### src/rtl/esc_passthrough_scheduler.sv
// Hands the per-motor ESC pads between the DSHOT engine and the UART passthrough bridge,
// with a drain step, an idle-high guard on each side, and a bridge-inactivity auto-exit.
module esc_passthrough_scheduler #(
    parameter int unsigned NUM_MOTORS          = 4,
    parameter int unsigned GUARD_CYCLES        = 72_000,
    parameter int unsigned IDLE_TIMEOUT_CYCLES = 360_000_000,
    localparam int unsigned MW = (NUM_MOTORS > 1) ? $clog2(NUM_MOTORS) : 1
) (
    input  logic          clk,
    input  logic          rst,
    input  logic          req_passthrough,
    input  logic [MW-1:0] req_motor,
    input  logic          dshot_busy,
    input  logic          bridge_active,
    output logic          dshot_enable,
    output logic          bridge_enable,
    output logic          pad_force_high,
    output logic [MW-1:0] motor_sel,
    output logic [2:0]    state_o,
    output logic          timeout_evt,
    output logic          req_err
);

    typedef enum logic [2:0] {
        ST_DSHOT     = 3'd0,
        ST_DRAIN     = 3'd1,
        ST_GUARD_IN  = 3'd2,
        ST_PASSTHRU  = 3'd3,
        ST_GUARD_OUT = 3'd4
    } state_e;

    localparam logic [MW:0]  NUM_M      = (MW+1)'(NUM_MOTORS);
    localparam logic [31:0]  GUARD_LAST = 32'(GUARD_CYCLES - 1);
    localparam logic [31:0]  IDLE_LAST  = 32'(IDLE_TIMEOUT_CYCLES - 1);

    state_e        state_q, state_d;
    logic [MW-1:0] motor_q, motor_d;
    logic [31:0]   guard_q, guard_d;
    logic [31:0]   idle_q, idle_d;
    logic          block_q, block_d;
    logic          req_prev_q;
    logic          timeout_q, timeout_d;
    logic          err_q, err_d;
    logic          motor_valid;

    assign motor_valid = ({1'b0, req_motor} < NUM_M);

    always_ff @(posedge clk) begin
        if (rst) begin
            state_q    <= ST_DSHOT;
            motor_q    <= '0;
            guard_q    <= '0;
            idle_q     <= '0;
            block_q    <= 1'b0;
            req_prev_q <= 1'b0;
            timeout_q  <= 1'b0;
            err_q      <= 1'b0;
        end else begin
            state_q    <= state_d;
            motor_q    <= motor_d;
            guard_q    <= guard_d;
            idle_q     <= idle_d;
            block_q    <= block_d;
            req_prev_q <= req_passthrough;
            timeout_q  <= timeout_d;
            err_q      <= err_d;
        end
    end

    // Both counters fall back to zero unless the current state is actively counting,
    // so every guard/passthrough entry starts from a cleared count.
    always_comb begin
        state_d   = state_q;
        motor_d   = motor_q;
        guard_d   = '0;
        idle_d    = '0;
        block_d   = req_passthrough ? block_q : 1'b0;
        timeout_d = 1'b0;
        err_d     = 1'b0;
        case (state_q)
            ST_DSHOT: begin
                if (req_passthrough) begin
                    if (!motor_valid) begin
                        err_d = !req_prev_q;
                    end else if (!block_q) begin
                        motor_d = req_motor;
                        state_d = ST_DRAIN;
                    end
                end
            end
            ST_DRAIN: begin
                if (!req_passthrough)  state_d = ST_DSHOT;
                else if (!dshot_busy)  state_d = ST_GUARD_IN;
            end
            ST_GUARD_IN: begin
                if (!req_passthrough)           state_d = ST_GUARD_OUT;
                else if (guard_q == GUARD_LAST) state_d = ST_PASSTHRU;
                else                            guard_d = guard_q + 32'd1;
            end
            ST_PASSTHRU: begin
                // A software release takes priority over a coincident timeout.
                if (!req_passthrough) begin
                    state_d = ST_GUARD_OUT;
                end else if (!bridge_active) begin
                    if (idle_q == IDLE_LAST) begin
                        state_d   = ST_GUARD_OUT;
                        timeout_d = 1'b1;
                        block_d   = 1'b1;
                    end else begin
                        idle_d = idle_q + 32'd1;
                    end
                end
            end
            ST_GUARD_OUT: begin
                if (guard_q == GUARD_LAST) state_d = ST_DSHOT;
                else                       guard_d = guard_q + 32'd1;
            end
            default: state_d = ST_DSHOT;
        endcase
    end

    assign dshot_enable   = (state_q == ST_DSHOT);
    assign bridge_enable  = (state_q == ST_PASSTHRU);
    assign pad_force_high = (state_q == ST_GUARD_IN) || (state_q == ST_GUARD_OUT);
    assign motor_sel      = motor_q;
    assign state_o        = state_q;
    assign timeout_evt    = timeout_q;
    assign req_err        = err_q;

endmodule
### config.mk
export PLATFORM = sky130hd
export DESIGN_NAME = esc_passthrough_scheduler
export DESIGN_NICKNAME = d
export VERILOG_FILES = /design/src/rtl/esc_passthrough_scheduler.sv
export SDC_FILE = /design/constraint.sdc
export NUM_CORES = 1
export LEC_CHECK = 0
export ABC_AREA = 1
export BUFFER_PORTS_ARGS = -buffer_cell sky130_fd_sc_hd__buf_4
export CAP_MARGIN = 25
export CORE_MARGIN = 2
export CORE_UTILIZATION = 42
export CTS_CLUSTER_DIAMETER = 200
export DETAILED_ROUTE_END_ITERATION = 6
export PLACE_DENSITY = 0.61
export SETUP_SLACK_MARGIN = 0.05
export SYNTH_ARGS = -nofsm -noshare
export SYNTH_HDL_FRONTEND = slang
export SYNTH_SLANG_ARGS = --single-unit
### constraint.sdc
create_clock -name clk -period 1.9 [get_ports clk]
set_input_delay 0.38 -clock clk [delete_from_list [all_inputs] [get_ports clk]]
set_output_delay 0.38 -clock clk [all_outputs]
set_load 0.1 [all_outputs]
==> impl_metrics.ini, run 1 <==
[sta]
finalSetupViolations = 0
rsz0062_at_grt = true
fin_crit_sh_pct = 91.9
min_period_ps = 1750
hold_viol = 0
tns_ps = 0
final.setup_skew_ps = 8.04
layout_setup_ws_ps = 153
max_freq_mhz = 572
drv_slew = 0

[cts]
ctsHoldBuffers = 0
cts_tree = done
clk_pin_slew_ps = 70
clockBufferDepth = 2
clock-root-buffer = clkbuf_8
htree_levels = 3
numCtsBuffers = 9
clock_latency_ps = 340
clkSinkCount = 71

[worst_setup_path]
worstPathArrival_ps = 1370
crit_path_max_fanout = 5
path_class = reg2out
cp.required_ps = 1520
worstSetupEndpointType = output port
cp-start-kind = flop

[yosys]
synth_xor_area_share_pct = 6.48
async_flop_share_pct = 0
synth_compound_area_share_pct = 5.97
syn_area_per_cell_um2 = 6.66
synthSimpleGateAreaFrac_pct = 42.7
muxShareOfSynthArea_pct = 0
synth-seq-cells = 71
synthesis.nets = 598
synth_edf_count = 0
synthAdderAreaFrac_pct = 0.638
yosysSeqAreaShare_pct = 36.2
synth_ff_type = dfxtp_1
yosysWarnings = 0
synthCells = 589
syn_area_um2 = 3920
synthDistinctLibCells = 33
synth_top_family_by_area = simple AND/OR/NAND/NOR gates

[pwr]
p_per_area_nw_per_um2 = 888
leakage_nw = 1.44
ir_drop_mv = 0.737

[global_routing]
grt_pass1_vias = 3472
overflow = 0
grt_start_max_net_pins = 18
grt_pass1_wl_mm = 15.5
grt_antenna_before_repair = 0
grtUsageTotal_pct = 19.0

[final_layout]
design_area_um2 = 4430
final_layout_size_suffix_gt1_share_pct = 13.1
finalNetCount = 624
area_growth_syn_to_layout_pct = 12.9
final_cell_mix = 126 x nand2_1, 116 x nor2_1, 67 x inv_1, 67 x dfxtp_1, 36 x nand3_1
final_common_cell = nand2_1
final_cell_count_no_fill = 729
antenna_cells = 0
postLayoutCoreUtil_pct = 48.4

[routing]
wl_per_cell_um = 12.3
num_vias = 3716
drt-total-wl_mm = 9.00
drt-initial-drc-count = 248
drtAntennaViolNets = 0
vias_per_cell = 5.10
drtPass1Iterations = 5
drc = 0

[floorplan]
fp.dieH_um = 101
rows = 35
start_util_pct = 42.8
dieArea_um2 = 10100
fp.coreArea_um2 = 9150
num_io_pins = 17
die_w_um = 101

[place]
placed_area_um2 = 4210
dp_slack_ps = 154
place_inst = 714
io_buffer_count = 15
hpwlAfterDp_mm = 6.96
place_congestion = 0.988

[status]
status = complete, no violations

[job]
max-cap-violations = 0

[hold_path]
hold_class = in2reg
power breakdown:
part	leakage, nW	switching [W]	internal (W)
registers	0.575	0.0000587	0.00155
clock network	0.0914	0.000528	0.000566
logic	0.778	0.000941	0.000286
path summary, 6_finish.rpt:
check | startpoint | endpoint | slack, ps | cells past startpoint
setup / recovery | state_o[1] | pad_force_high | 150 | 5
hold / removal | req_motor[0] | motor_sel[0] | 260 | 3
setup reg to reg | guard_q[0] | state_o[1] | 170 | 11
hold reg to reg | idle_q[0] | idle_q[0] | 450 | 1
worst max-delay path, cell delays in order, from the launching register on:
cell	delay, ps
dfxtp_4	370
inv_2	60
nor3_4	180
inv_2	70
nand2_2	60
buf_4	280
cell usage after synthesis (2+ instances only):
cell / count / area, um^2
ha_1: 2 / 25.0
a21oi_1: 23 / 115
nand3_2: 4 / 40.0
nand3_1: 37 / 185
nand4_1: 16 / 100
xnor2_1: 7 / 61.3
nor4_1: 3 / 18.8
dfxtp_1: 71 / 1420
buf_2: 4 / 20.0
nor3b_2: 3 / 37.5
xor2_1: 22 / 193
o21ai_0: 11 / 55.1
nor2_2: 9 / 56.3
inv_2: 3 / 11.3
o21a_1: 3 / 22.5
or2_2: 3 / 18.8
inv_1: 69 / 259
nor2_1: 116 / 435
nand2_1: 127 / 477
nor3_1: 33 / 165
nor2_4: 4 / 45.0
nor3_2: 4 / 40.0
nand2_2: 5 / 31.3
final cells by class:
| type | instances | area [um^2] |
|---|---|---|
| clock buffers | 13 | 169 |
| clock inverters | 1 | 5.00 |
| fillers | 947 | 4720 |
| inverters | 72 | 274 |
| multi-input cells | 440 | 2220 |
| flip-flops and latches | 71 | 1430 |
| well taps | 111 | 139 |
| repair buffers | 21 | 186 |
metrics by stage:
stage | total power, W | hold slack (ps)
after detailed placement | 0.00287 | 438
final | 0.00393 | 260
after CTS | 0.00397 | 247
after floorplan | 0.00263 | 418
after global placement | 0.00287 | 431
after global routing | 0.00414 | 255
logic make-up (layout without fill, tap and decap cells):
group           after synthesis  after routing
xor+xnor                     29             29
flops                        71             71
buf+inv                      78            107
other cells                   1              1
simple gates                366            366
fa+ha+maj                     2              2
compound gates               42             42
metal layers:
layer | share of wire, % | GRT usage (%) | wire length (um)
met1 | 48 | 25.6 | 4320
met4 | 1.9 | 7.80 | 171
met2 | 45 | 29.5 | 4080
met5 | 0 | 0 | 0
met3 | 4.7 | 3.88 | 421
flip-flops by register name (all words and copies together), names as in the netlist:
register / cells
idle_q: 32
timeout_evt: 1
state_o: 3
motor_sel: 2
block_q: 1
guard_q: 32
what timing repair did:
action | in CTS | in global routing
endpoints found under the hold margin | 0 | 0
gates resized for setup | 0 | 8
setup buffers | 0 | 1
endpoints found under the setup margin | 0 | 29
No activity file was read; power rests on OpenSTA's default activity.
==> run 2: changes to the inputs <==
Settings changed: BUFFER_PORTS_ARGS -buffer_cell sky130_fd_sc_hd__buf_4 to not set, DONT_BUFFER_PORTS set to 1, PLACE_DENSITY 0.61 to 0.59.
==> impl_metrics.ini, run 2 (same netlist as run 1, synthesis figures left out) <==
[sta]
max_freq_mhz = 575
max_slew_margin_pct = 62.5
drv_slew = 0
rsz0062_at_grt = true
fin_crit_sh_pct = 91.6
layout_setup_ws_ps = 160
final.setup_skew_ps = 10.4
min_period_ps = 1740
tightest_slew_ps = 559
finalSetupViolations = 0
hold_viol = 0
tns_ps = 0

[cts]
cts_tree = done
clkSinkCount = 71
clk_pin_slew_ps = 70
clock_latency_ps = 340
numCtsBuffers = 9
clock-root-buffer = clkbuf_8
postCtsSetupBuffers = 0
htree_levels = 3
clockBufferDepth = 2

[global_routing]
grtUsageTotal_pct = 19.7
grt_pass1_wl_mm = 16.1
overflow = 0
grt_start_max_net_pins = 21
grt_antenna_before_repair = 0
grt_pass1_vias = 3448

[final_layout]
fillers = 937
multiInputGateArea_um2 = 2220
seqCellArea_um2 = 1430
design_area_um2 = 4420
final_cell_count_no_fill = 725
final_layout_size_suffix_gt1_share_pct = 12.2
final_cell_mix = 126 x nand2_1, 116 x nor2_1, 68 x dfxtp_1
antenna_cells = 0
finalNetCount = 618
area_growth_syn_to_layout_pct = 12.8
final_common_cell = nand2_1

[hold_path]
hold_class = in2reg

[floorplan]
dieArea_um2 = 10100
die_w_um = 101
fp.coreArea_um2 = 9150
num_io_pins = 17
rows = 35
start_util_pct = 42.8
fp.dieH_um = 101

[place]
place_congestion = 1.04
placed_area_um2 = 4190
dp_slack_ps = 144
hpwlAfterDp_mm = 7.22
place_inst = 709
io_buffer_count = 0

[pwr]
p_per_area_nw_per_um2 = 947
leakage_nw = 1.42
ir_drop_mv = 0.898

[worst_setup_path]
crit_path_top_delay_cell = dfxtp_4
path_class = reg2out
path_cells = inv_1, nand3_1, clkinvlp_4, buf_4
cpPeakStageDelay_ps = 360
cp.required_ps = 1520
crit_path_max_fanout = 4
cp-start-kind = flop
worstPathArrival_ps = 1360
worstSetupEndpointType = output port

[routing]
drt-initial-drc-count = 197
vias_per_cell = 5.14
num_vias = 3730
drt-total-wl_mm = 9.33
drtPass1Iterations = 5
drtAntennaViolNets = 0
drc = 0
wl_per_cell_um = 12.9

[status]
status = complete, no violations

[job]
max-cap-violations = 0
==> run 2: cell count changes in the layout (fill, tap and decap cells not counted), sizes merged <==
cell	delta
clkbuf	-2
clkinv	+2
bufinv	+2
buf	-6
==> run 2: worst max-delay path, delay by kind of cell (launching register included) <==
| family | cells | cell delay [ps] |
|---|---|---|
| buffers and inverters | 3 | 490 |
| flip-flops | 1 | 360 |
| AND/OR/NAND/NOR | 1 | 160 |
==> run 2: power breakdown <==
part | internal [W] | leakage, nW | switching (W)
clock network | 0.000730 | 0.102 | 0.000549
logic | 0.000345 | 0.748 | 0.000960
registers | 0.00155 | 0.575 | 0.0000496
==> run 2: path summary, 6_finish.rpt <==
check	end	depth (start not counted)	slack (ps)	start
max	bridge_enable	4	160	state_o[2]
min	block_q	1	150	rst
max reg2reg	guard_q[19]	8	190	guard_q[2]
min reg2reg	guard_q[0]	1	450	guard_q[0]
==> run 2: cell type report <==
| class | instances | share of cell area [%] |
|---|---|---|
| multi-input cells | 440 | 50.3 |
| clock inverters | 5 | 1.64 |
| repair buffers | 15 | 3.40 |
| well taps | 111 | 3.14 |
| flip-flops and latches | 71 | 32.4 |
| clock buffers | 11 | 2.97 |
| inverters | 72 | 6.20 |
==> run 2: through the flow <==
step / power, W / util (%) / hold WS [ps]
after floorplan: 0.00263 / - / 418
after global placement: 0.00294 / 45.8 / 429
after detailed placement: 0.00295 / 45.8 / 445
after CTS: 0.00424 / 48.0 / 144
after global routing: 0.00440 / 48.3 / 150
final: 0.00419 / 48.3 / 152
==> run 2: per-layer routing <==
layer	global-route usage (%)	wire length, um
met5	0	0
met4	7.69	153
met3	3.33	543
met2	30.6	4160
met1	27.3	4470
==> run 2: what timing repair did <==
| action | 4_1_cts | 5_1_grt |
|---|---|---|
| hold buffers | 0 | 0 |
| endpoints found under the setup margin | 0 | 56 |
| resized for setup | 0 | 7 |
